$ cat src/rtl/rob_commit_unit_pkg.sv
// Shared types and constants for the ROB commit (retire) stage.
package rob_commit_unit_pkg;

  localparam int ADDR_WIDTH  = 32;
  localparam int PHY_WIDTH   = 6;
  localparam int FIFO_DEPTH  = 8;
  localparam int SQ_ID_WIDTH = $clog2(FIFO_DEPTH);
  localparam int CNT_WIDTH   = 32;

  localparam logic [6:0] OPC_STORE  = 7'b0100011;
  localparam logic [6:0] OPC_BRANCH = 7'b1100011;
  localparam logic [6:0] OPC_JAL    = 7'b1101111;
  localparam logic [6:0] OPC_JALR   = 7'b1100111;
  localparam logic [6:0] OPC_LOAD   = 7'b0000011;
  localparam logic [6:0] OPC_OP     = 7'b0110011;
  localparam logic [6:0] OPC_OPIMM  = 7'b0010011;
  localparam logic [6:0] OPC_LUI    = 7'b0110111;
  localparam logic [6:0] OPC_AUIPC  = 7'b0010111;

  // Sequential fall-through distance of one instruction.
  localparam logic [ADDR_WIDTH-1:0] PC_STEP = {{(ADDR_WIDTH-3){1'b0}}, 3'd4};

  typedef enum logic [1:0] {
    IDLE       = 2'd0,
    STORE_WAIT = 2'd1,
    FLUSH      = 2'd2
  } commit_state_t;

  typedef struct packed {
    logic                   valid;
    logic [6:0]             opcode;
    logic [4:0]             rd_arch;
    logic [PHY_WIDTH-1:0]   rd_phy_new;
    logic [PHY_WIDTH-1:0]   rd_phy_old;
    logic [SQ_ID_WIDTH-1:0] store_id;
    logic [ADDR_WIDTH-1:0]  update_pc;
    logic [ADDR_WIDTH-1:0]  actual_target;
    logic                   actual_taken;
    logic                   mispredict;
  } ROB_ENTRY_t;

  // Correct next fetch PC after a mispredicted control-flow entry (wraps naturally).
  function automatic logic [ADDR_WIDTH-1:0] redirect_target(input ROB_ENTRY_t e);
    logic [ADDR_WIDTH-1:0] pc;
    if (e.actual_taken) begin
      pc = e.actual_target;
    end else begin
      pc = e.update_pc + PC_STEP;
    end
    return pc;
  endfunction

endpackage

$ cat src/rtl/rob_commit_unit_classify.sv
// Combinational opcode decode used by the commit stage.
module commit_classify
  import rob_commit_unit_pkg::*;
(
  input  logic [6:0] opcode,
  output logic       has_rd,
  output logic       is_cf,
  output logic       is_store
);

  // Classify the retiring opcode into destination / control-flow / store groups.
  always_comb begin
    has_rd   = 1'b0;
    is_cf    = 1'b0;
    is_store = 1'b0;
    case (opcode)
      OPC_OP, OPC_OPIMM, OPC_LOAD, OPC_LUI, OPC_AUIPC: begin
        has_rd = 1'b1;
      end
      OPC_JAL, OPC_JALR: begin
        has_rd = 1'b1;
        is_cf  = 1'b1;
      end
      OPC_BRANCH: begin
        is_cf = 1'b1;
      end
      OPC_STORE: begin
        is_store = 1'b1;
      end
      default: begin
        has_rd   = 1'b0;
        is_cf    = 1'b0;
        is_store = 1'b0;
      end
    endcase
  end

endmodule

$ cat src/rtl/rob_commit_unit.sv
// Retire stage: pops the ROB head in order and broadcasts its architectural effects.
module rob_commit_unit
  import rob_commit_unit_pkg::*;
(
  input  logic                   clk,
  input  logic                   rst_n,
  input  logic                   rob_head_valid,
  input  ROB_ENTRY_t             rob_head,
  output logic                   rob_head_ready,
  output logic                   free_valid,
  output logic [PHY_WIDTH-1:0]   free_phy,
  output logic                   amt_we,
  output logic [4:0]             amt_arch,
  output logic [PHY_WIDTH-1:0]   amt_phy,
  output logic                   btb_upd_valid,
  output logic [ADDR_WIDTH-1:0]  btb_upd_pc,
  output logic [ADDR_WIDTH-1:0]  btb_upd_target,
  output logic                   btb_upd_taken,
  output logic                   st_commit_valid,
  output logic [SQ_ID_WIDTH-1:0] st_commit_id,
  input  logic                   st_commit_ack,
  output logic                   flush,
  output logic                   redirect_valid,
  output logic [ADDR_WIDTH-1:0]  redirect_pc,
  output logic [CNT_WIDTH-1:0]   retire_count
);

  commit_state_t state_r;
  commit_state_t state_nxt_s;
  logic          has_rd_s;
  logic          is_cf_s;
  logic          is_store_s;
  logic          entry_ok_s;
  logic          pop_s;
  logic          start_store_s;
  logic          wr_rd_s;
  logic          mispop_s;

  commit_classify u_classify (
    .opcode   (rob_head.opcode),
    .has_rd   (has_rd_s),
    .is_cf    (is_cf_s),
    .is_store (is_store_s)
  );

  // Entries whose own valid bit is clear are malformed and never retire.
  assign entry_ok_s = rob_head_valid & rob_head.valid;
  assign wr_rd_s    = pop_s & has_rd_s & (rob_head.rd_arch != 5'd0);
  assign mispop_s   = pop_s & rob_head.mispredict;

  // Pop is suppressed while reset is held so every output reads zero.
  assign rob_head_ready = pop_s & rst_n;

  // State register.
  always_ff @(posedge clk or negedge rst_n) begin
    if (!rst_n) begin
      state_r <= IDLE;
    end else begin
      state_r <= state_nxt_s;
    end
  end

  // Next-state and pop decision; a store only pops once the store queue acks it.
  always_comb begin
    state_nxt_s   = state_r;
    pop_s         = 1'b0;
    start_store_s = 1'b0;
    case (state_r)
      IDLE: begin
        if (entry_ok_s && is_store_s) begin
          start_store_s = 1'b1;
          state_nxt_s   = STORE_WAIT;
        end else if (entry_ok_s) begin
          pop_s       = 1'b1;
          state_nxt_s = rob_head.mispredict ? FLUSH : IDLE;
        end else begin
          state_nxt_s = IDLE;
        end
      end
      STORE_WAIT: begin
        if (st_commit_ack) begin
          pop_s       = 1'b1;
          state_nxt_s = rob_head.mispredict ? FLUSH : IDLE;
        end else begin
          state_nxt_s = STORE_WAIT;
        end
      end
      FLUSH: begin
        state_nxt_s = IDLE;
      end
      default: begin
        state_nxt_s = IDLE;
      end
    endcase
  end

  // Registered one-cycle side effects of the entry popped in the previous cycle.
  always_ff @(posedge clk or negedge rst_n) begin
    if (!rst_n) begin
      free_valid     <= 1'b0;
      free_phy       <= '0;
      amt_we         <= 1'b0;
      amt_arch       <= 5'd0;
      amt_phy        <= '0;
      btb_upd_valid  <= 1'b0;
      btb_upd_pc     <= '0;
      btb_upd_target <= '0;
      btb_upd_taken  <= 1'b0;
      flush          <= 1'b0;
      redirect_valid <= 1'b0;
      redirect_pc    <= '0;
      retire_count   <= '0;
    end else begin
      free_valid     <= wr_rd_s;
      free_phy       <= wr_rd_s ? rob_head.rd_phy_old : '0;
      amt_we         <= wr_rd_s;
      amt_arch       <= wr_rd_s ? rob_head.rd_arch : 5'd0;
      amt_phy        <= wr_rd_s ? rob_head.rd_phy_new : '0;
      btb_upd_valid  <= pop_s & is_cf_s;
      btb_upd_pc     <= (pop_s & is_cf_s) ? rob_head.update_pc : '0;
      btb_upd_target <= (pop_s & is_cf_s) ? rob_head.actual_target : '0;
      btb_upd_taken  <= pop_s & is_cf_s & rob_head.actual_taken;
      flush          <= mispop_s;
      redirect_valid <= mispop_s;
      redirect_pc    <= mispop_s ? redirect_target(rob_head) : '0;
      retire_count   <= retire_count + {{(CNT_WIDTH-1){1'b0}}, pop_s};
    end
  end

  // Outstanding store-commit request, held stable until the store queue acks.
  always_ff @(posedge clk or negedge rst_n) begin
    if (!rst_n) begin
      st_commit_valid <= 1'b0;
      st_commit_id    <= '0;
    end else if (start_store_s) begin
      st_commit_valid <= 1'b1;
      st_commit_id    <= rob_head.store_id;
    end else if ((state_r == STORE_WAIT) && st_commit_ack) begin
      st_commit_valid <= 1'b0;
      st_commit_id    <= st_commit_id;
    end else begin
      st_commit_valid <= st_commit_valid;
      st_commit_id    <= st_commit_id;
    end
  end

endmodule

$ cat config.mk
export PLATFORM = sky130hd
export DESIGN_NAME = rob_commit_unit
export DESIGN_NICKNAME = d
export VERILOG_FILES = /design/src/rtl/rob_commit_unit_pkg.sv /design/src/rtl/rob_commit_unit_classify.sv /design/src/rtl/rob_commit_unit.sv
export SDC_FILE = /design/constraint.sdc
export NUM_CORES = 1
export LEC_CHECK = 0
export ABC_CLOCK_PERIOD_IN_PS = 2450
export BUFFER_PORTS_ARGS = -buffer_cell sky130_fd_sc_hd__buf_2
export CAP_MARGIN = 0
export CORE_MARGIN = 1.5
export CORE_UTILIZATION = 45
export CTS_BUF_LIST = sky130_fd_sc_hd__clkbuf_4
export CTS_CLUSTER_SIZE = 28
export DETAILED_ROUTE_END_ITERATION = 7
export PLACE_DENSITY = 0.78
export SYNTH_ARGS = -nofsm -noshare
export SYNTH_HDL_FRONTEND = slang
export SYNTH_SLANG_ARGS = --single-unit
$ cat constraint.sdc
create_clock -name clk -period 2.45 [get_ports clk]
set_clock_uncertainty 0.1 [all_clocks]
set_input_delay 0.1225 -clock clk [delete_from_list [all_inputs] [get_ports clk]]
set_output_delay 0.1225 -clock clk [all_outputs]
set_load 0.05 [all_outputs]
======== After elaboration in Yosys (flattened, before gate mapping) ========
Index checks and enable logic that the tools add are counted.
operators by class
  $add $sub $neg .......................... 2
  eq/ne operators ......................... 10
  multiplexer cells ....................... 23
  bitwise gates (word level) .............. 7
  reductions and logical operators ........ 7
operators by type and width
  cell                     number
  $mux W32                 4
  $add A32 B1 Y32          1
  $add A32 B3 Y32 const B  1
  $eq A7 B6 Y1 const B     3
  $eq A7 B7 Y1 const B     3
  $eq A7 B5 Y1 const B     2
  $mux W6                  2
  $mux W1                  10
  $mux W2                  4
  $and A1 B1 Y1            7
  $eq A7 B2 Y1 const B     1
  $reduce_or A7 Y1         1
  $mux W5                  1
  $reduce_bool A5 Y1       1
  $pmux W2 S2              1
  $reduce_or A3 Y1         1
  $eq A2 B1 Y1 const B     1
  $logic_and A1 B1 Y1      2
  $logic_not A2 Y1         1
  $pmux W1 S2              1
  $reduce_bool A2 Y1       1
word-level totals
  register bits ........................... 155
  input port bits ......................... 98
  logic and storage cells ................. 63

======== Depth between registers and ports, before layout ========
Gate-level depths: netlist of the first run.
  depth after elaboration ................. 8
  gate-level depth with buffers ........... 9
  gate-level depth less buffers ........... 9

======== By module ========
From an unflattened synthesis of the first run, not the netlist that was laid out.
unflattened totals
  cells, all modules ...................... 529
  area total of the unflattened synthesis .. 6238.5 µm²
modules (own cells, without submodules)
  module           instances  cells an instance  area each (µm²)  sequential area each (µm²)
  rob_commit_unit  1          520                6167.2           3878.7
  commit_classify  1          9                  71.3             0.0

======== Worst setup path after synthesis of the first run ========
Ideal clock, no wire load.
  kind .................................... register to register
  start ................................... reg state_r[1]
  end ..................................... reg retire_count[16]
  arrival ................................. 2284 ps
  setup slack ............................. -76 ps
  stages on the path, launching flop included .. 10
  buffers on the path ..................... 0
  clock period less this slack ............ 2526 ps
  cells stage by stage .................... dfrtp_1 nor4bb_1 o41a_1 or2_2 ha_1 ha_1 nand4_1 nor3_1 nand4_1 xnor2_1
between the ends
  word-level cells in the longest chain between the ends .. 3
  elaborated cells between the ends (all ways) .. 4
  those cells by class .................... 1 x add/sub; 1 x eq/ne; 1 x mux; 1 x reduce/logical
ends and longest elaborated chain
  item                                                     line                    text
  start, declared                                          rob_commit_unit.sv:28   commit_state_t state_r;
  start signal, assigned                                   rob_commit_unit.sv:59   state_r <= state_nxt_s;
  $eq A2 B1 Y1 / $logic_not A2 Y1 (equally long branches)  rob_commit_unit.sv:68   case (state_r)
  $pmux W1 S2 *                                            rob_commit_unit.sv:68
  $add A32 B1 Y32 *                                        rob_commit_unit.sv:126  retire_count <= retire_count + {{(CNT_WIDTH-1){1'b0}}, pop_s};
  end signal, assigned                                     rob_commit_unit.sv:126
  end, declared                                            rob_commit_unit.sv:25   output logic [CNT_WIDTH-1:0] retire_count
Every way passes the cells marked *; elsewhere a longest branch is shown, timed or not.
A chain may end at the register's enable or synchronous reset.

======== Worst setup path in the final report of the first run ========
  start ................................... in rob_head[36] in the netlist's numbering
  end ..................................... reg redirect_pc[6]
between the ends
  word-level cells in the longest chain between the ends .. 3
ends and longest elaborated chain
  item                  line                       text
  start, declared       rob_commit_unit.sv:8       input ROB_ENTRY_t rob_head,
  $add A32 B3 Y32       rob_commit_unit_pkg.sv:48  pc = e.update_pc + PC_STEP;
  $mux W32              rob_commit_unit_pkg.sv:45  if (e.actual_taken) begin
  $mux W32              rob_commit_unit.sv:125     redirect_pc <= mispop_s ? redirect_target(rob_head) : '0;
  end signal, assigned  rob_commit_unit.sv:125
  end, declared         rob_commit_unit.sv:24      output logic [ADDR_WIDTH-1:0] redirect_pc,
No other way between the ends.

==> results of run 1 <==
-- Yosys cell counts (2+ instances only) --
cell type / instances
or4_1: 11
a211oi_1: 8
mux2i_1: 6
dfrtp_1: 155
and3_1: 3
ha_1: 3
o21ai_0: 6
mux2_2: 3
buf_4: 3
o31ai_1: 10
nand2b_1: 5
or2_2: 2
nand4_1: 20
nor2_1: 42
clkbuf_1: 17
a21oi_1: 2
buf_2: 2
and4_1: 5
o311a_1: 4
and2_1: 60
xnor2_1: 26
nor4_1: 21
xor2_1: 15
inv_1: 19
buf_1: 2
and4_2: 2
nand3_1: 23
o31a_1: 3
nand2_1: 18
nor3_1: 5
nor3b_1: 12
or3_2: 2
or3_1: 3
a311oi_1: 12
nand4b_1: 2
-- layout make-up --
type	instances	area [sq um]	area share, %
Clock buffer	18	135.1	1.380
Clock inverter	14	193.9	1.980
Tap cell	180	225.2	2.300
Multi-Input combinational cell	347	2474	25.26
Sequential cell	155	3879	39.61
Timing Repair Buffer	408	2809	28.68
Inverter	20	75.07	0.7666
Antenna cell	1	2.502	0.02555
-- power breakdown --
group          internal [mW]  switching (mW)
clock                  0.826           0.936
sequential              2.63          0.0774
combinational          0.340           0.565
total                   3.79            1.58
-- layer usage --
| layer | up-vias | wire length [um] |
|---|---|---|
| met2 | 262 | 10780 |
| met5 | - | 0 |
| met3 | 52 | 1609 |
| met4 | 0 | 550 |
| li1 | 2739 | - |
| met1 | 2896 | 7763 |
-- how the worst max path moves through the flow --
stage               cells past startpoint                    endpoint  slack, ps                 start
CTS                                     9  retire_count[16]$_DFF_PN0_         30  state_r[0]$_DFF_PN0_
floorplan                               9  retire_count[16]$_DFF_PN0_         30  state_r[1]$_DFF_PN0_
finish                                 10    redirect_pc[6]$_DFF_PN0_         20          rob_head[36]
global placement                        9  retire_count[16]$_DFF_PN0_         60  state_r[1]$_DFF_PN0_
global route                            8  retire_count[27]$_DFF_PN0_       -100  state_r[1]$_DFF_PN0_
detailed placement                      9  retire_count[28]$_DFF_PN0_       -130  state_r[1]$_DFF_PN0_
-- critical path, cell delays in order --
cell and delay (ps):
dlygate4sd3_1 530, buf_2 190, ha_4 170, buf_4 150
nand3_1 110, xnor2_1 140, dlygate4sd3_1 570, mux2i_1 200
nor2_1 50, dlygate4sd3_1 550
-- state kept, by name (all words and copies together) (netlist names) --
signal / cells
btb_upd_pc: 32
btb_upd_target: 32
redirect_pc: 32
retire_count: 32
amt_phy: 6
free_phy: 6
amt_arch: 5
st_commit_id: 3
state_r: 2
amt_we: 1
btb_upd_taken: 1
btb_upd_valid: 1
redirect_valid: 1
st_commit_valid: 1
-- what timing repair did --
item / in CTS / in global routing
pin swaps: 3 / 2
gates resized for setup: 6 / 30
endpoints found under the hold margin: 277 / 0
buffers inserted: 2 / 2
setup endpoints to repair: 13 / 29
hold buffers: 129 / 0
cloned: 0 / 2
-- logic make-up after synthesis --
kind of cell / after synthesis
xor+xnor: 41
compound gates: 51
flops: 155
mux: 9
buf+inv: 47
simple gates: 243
fa+ha+maj: 3
==> results.cfg, run 1 <==
[logic_synthesis]
syn_inst = 549
syn_nets = 650
synth_top_family_by_area = simple AND/OR/NAND/NOR gates
synthSimpleGateAreaFrac_pct = 22.15
synthAdderAreaFrac_pct = 0.5864
yosysWarnings = 0
ys_seq_area_share_pct = 60.59
synth_xor_area_share_pct = 5.610
yosys.cell_types.count = 52
muxShareOfSynthArea_pct = 1.466
synth_top_area_share_pct = 60.59
avgSynthCellArea_sq_um = 11.66
syn-cell-area_sq_mm = 0.006401
synth_area_leaders = dfrtp_1 61%, and2_1 5.9%, xnor2_1 3.6%, nor2_1 2.5%, nor4_1 2.1%
synth_edf_count = 0
yosys.area.top_type = dfrtp_1
ys_ff_latch = 155
synth_compound_area_share_pct = 6.274
ys.flop_type = dfrtp_1
async_reset_ff_share_pct = 100.0

[layout]
nets = 1050
layout_common_cells = 252 x buf_2, 155 x dfrtp_1, 122 x dlygate4sd3_1, 60 x and2_1, 42 x nor2_1
syn2layout_area_growth_pct = 52.99
drive_gt1_share_pct = 36.80
fillers = 967
post-route-util_pct = 70.55
final_cell_count_no_fill = 1143
final_common_cell = buf_2
fin_area_sq_mm = 0.009793

[timing]
slew_headroom_pct = 22.65
layout_min_cycle_time_ps = 2430
slew_viol_final = 0
tightestPinTransition_ps = 1156
max_freq_mhz = 411.5
fin_ws_ps = 19.58
tns_ps = 0
rsz0062_at_grt = yes
setup_viol = 0
timing.hold.ws_ps = 149.0
hold_viol = 0
min_period_over_period_pct = 99.20

[job]
drv_cap = 0

[route]
drt_iter0_markers = 383
vias = 5949
viasPerCell = 5.205
finalWirelength_mm = 20.70
drtAntennaViolNets = 0
drcViolationCount = 0
dr.pass1.iters = 4
wl_per_cell_um = 18.11

[critical_path]
critPathArrivalTime_ps = 2790
r2r_cells = 8
cp.required_ps = 2810
timing.rr.end = retire_count[27]$_DFF_PN0_
reg2reg_slack_ps = 30
crit_type = in -> reg
startpoint_type = input pin
cp-end-kind = register
r2r-start = state_r[1]$_DFF_PN0_
critPathMaxFanout = 6

[grt]
gr-total-overflow = 0
antenna_found_initial = 1
grt_max_degree = 73
met1_usage_pct = 31.43
use_met2_pct = 50.52
grt_pass1_vias = 6189
grt_usage_pct = 28.09
grt_use_met3_pct = 7.946
grt-busiest-layer = met2
grt_pass1_wl_mm = 31.66

[placed_design]
place_area_sq_mm = 0.007973
numPortBuffers = 253
post-place-cells = 978
dpl.hpwl_mm = 12.74
globalplace.congestion = 0.7904
dp_slack_ps = -126.1

[clock_network]
cts_buffer_depth = 2
cts.sinks = 155
cts_max_level = 4
clk_pin_slew_ps = 140
cts_made_buffers = 17
clk_latency_ps = 560
cts_tree = built
clockRootBuffer = clkbuf_4

[floorplanning]
core.rowCount = 43
start_util_pct = 46.12
ioPinCount = 254
die_h_um = 122.3
die_w_um = 122.3
die-area_sq_mm = 0.01495
core_sq_mm = 0.01388

[worst_hold_path]
hold_path_end = retire_count[0]$_DFF_PN0_
hold_start = rob_head[91]
hp-class = in -> reg
whs_path_depth = 5

[pwr]
finalPower_mw = 5.370
cellLeakagePower_nw = 5.175
power.density_mw_per_mm2 = 548.4
vdd_drop_max_uv = 307.2

[outcome]
status = completed
(Power assumes the default switching activity.)
==> run 2, diff against run 1 <==
--- a/config.mk
+++ b/config.mk
@@ -8,6 +8,7 @@
 export ABC_CLOCK_PERIOD_IN_PS = 2450
 export BUFFER_PORTS_ARGS = -buffer_cell sky130_fd_sc_hd__buf_2
 export CAP_MARGIN = 0
+export CORE_ASPECT_RATIO = 0.9
 export CORE_MARGIN = 1.5
 export CORE_UTILIZATION = 45
 export CTS_BUF_LIST = sky130_fd_sc_hd__clkbuf_4
==> run 2 against run 1 <==
Compared with the run above:
- sequential share of layout area increased by 0.096 points
- cell count increased by 1.4%
- utilization shrank 0.54 points
- sequential cell count unchanged
- highest routed layer unchanged
- die area is essentially flat
==> results.cfg, run 2 (same netlist as run 1, synthesis figures left out) <==
[outcome]
status = completed

[route]
drcViolationCount = 0
vias = 6111
drtAntennaViolNets = 0
finalWirelength_mm = 21.45
dr.pass1.iters = 5
wl_per_cell_um = 18.51
drt_iter0_markers = 283
viasPerCell = 5.273

[critical_path]
critPathArrivalTime_ps = 2780
cp-end-kind = register
crit_type = in -> reg
startpoint_type = input pin
critPathMaxFanout = 13
cp.required_ps = 2780

[worst_hold_path]
hp-class = in -> async

[placed_design]
globalplace.congestion = 0.8496
numPortBuffers = 253
dpl.hpwl_mm = 12.96
post-place-cells = 987

[floorplanning]
ioPinCount = 254
core.rowCount = 41
core_sq_mm = 0.01395
die_h_um = 116.1
die-area_sq_mm = 0.01495
die_w_um = 128.7
start_util_pct = 45.88

[layout]
final_cell_count_no_fill = 1159
nets = 1055
drive_gt1_share_pct = 35.92
fillers = 981
layout_common_cells = 251 x buf_2, 155 x dfrtp_1, 128 x dlygate4sd3_1, 60 x and2_1, 42 x nor2_1
syn2layout_area_growth_pct = 52.62
diodes = 0
final_common_cell = buf_2
seqCellArea_sq_mm = 0.003879
multi_input_area_sq_mm = 0.002476

[pwr]
finalPower_mw = 5.023
cellLeakagePower_nw = 5.126
power.density_mw_per_mm2 = 514.2
vdd_drop_max_uv = 388.8

[timing]
timing.hold.ws_ps = 48.24
max_freq_mhz = 408.8
slew_headroom_pct = 63.46
hold_viol = 0
tightestPinTransition_ps = 544.5
layout_min_cycle_time_ps = 2446
rsz0062_at_grt = yes
min_period_over_period_pct = 99.84
setup_viol = 0
slew_viol_final = 0

[grt]
grt_pass1_vias = 6142
antenna_found_initial = 0
grt_usage_pct = 28.80
grt_pass1_wl_mm = 32.27
gr-total-overflow = 0
grt_max_degree = 101

[clock_network]
cts_made_buffers = 17
cts_max_level = 4
cts_buffer_depth = 2
clockRootBuffer = clkbuf_4
cts_tree = built
cts.sinks = 155
clk_pin_slew_ps = 130
clk_latency_ps = 540

[job]
drv_cap = 0
-- run 2: changes by cell type in the layout (fill, tap and decap cells not counted), sizes merged --
cell,previous run,this run
dlygate4sd3,122,128
bufinv,4,1
clkinv,7,9
dlymetal6s4s,3,1
buf,283,284
clkinvlp,2,3
diode,1,0
inv,21,20
-- run 2: path summary, 6_finish.rpt --
path	start	cells past startpoint	to	slack, ps
min reg2reg	retire_count[21]$_DFF_PN0_	1	retire_count[21]$_DFF_PN0_	400
min in group clk	rob_head[36]	5	redirect_pc[17]$_DFF_PN0_	60
max	rob_head[1]	8	redirect_pc[4]$_DFF_PN0_	4
max reg2reg	state_r[1]$_DFF_PN0_	9	retire_count[30]$_DFF_PN0_	20
min	rst_n	3	retire_count[10]$_DFF_PN0_	50
max in group asynchronous	rst_n	3	redirect_pc[15]$_DFF_PN0_	1680
-- run 2: power by group --
part	total [mW]	switching, mW	internal (mW)	leakage, nW
Clock	1.41	0.913	0.497	0.124
Sequential	2.70	0.0716	2.63	2.13
Combinational	0.916	0.574	0.342	2.87
-- run 2: critical path, cell delays in order --
cell and delay, ps:
dlygate4sd3_1 530, buf_4 210, nor2_1 70, dlygate4sd3_1 560
a21oi_1 110, dlygate4sd3_1 560, nor2_1 40, dlygate4sd3_1 570
-- run 2: per-stage QoR --
step | setup TNS [ps] | cell area, sq um | setup slack [ps] | utilization, %
after floorplan | 0 | 6406 | 26.57 | -
after global placement | 0 | 7971 | 27.46 | 57.13
after detailed placement | -441.6 | 7971 | -91.85 | 57.13
after CTS | -10.81 | 9617 | -10.81 | 68.92
after global routing | -912.0 | 9769 | -68.07 | 70.01
final | 0 | 9769 | 4.033 | 70.01
-- run 2: area by class of cell --
| type | count | area share (%) |
|---|---|---|
| Tap cell | 193 | 2.472 |
| Clock inverter | 13 | 1.063 |
| Timing Repair Buffer | 413 | 29.26 |
| Multi-Input combinational cell | 347 | 25.35 |
| Sequential cell | 155 | 39.70 |
| Inverter | 20 | 0.7684 |
| Clock buffer | 18 | 1.383 |
-- run 2: repair_timing --
item	4_1_cts	5_1_grt
endpoints found under the hold margin	276	3
resized for setup	8	24
pin swaps	3	7
setup buffers	7	3
setup endpoints to repair	15	67
cloned	0	2
hold buffers	130	2
-- run 2: metal layers --
layer	track usage [%]	up-vias	part of all wire [%]
li1	-	2743	-
met4	10.79	0	2.4
met2	50.66	294	50
met5	0	-	0
met1	32.94	3029	39
met3	9.482	45	8.6
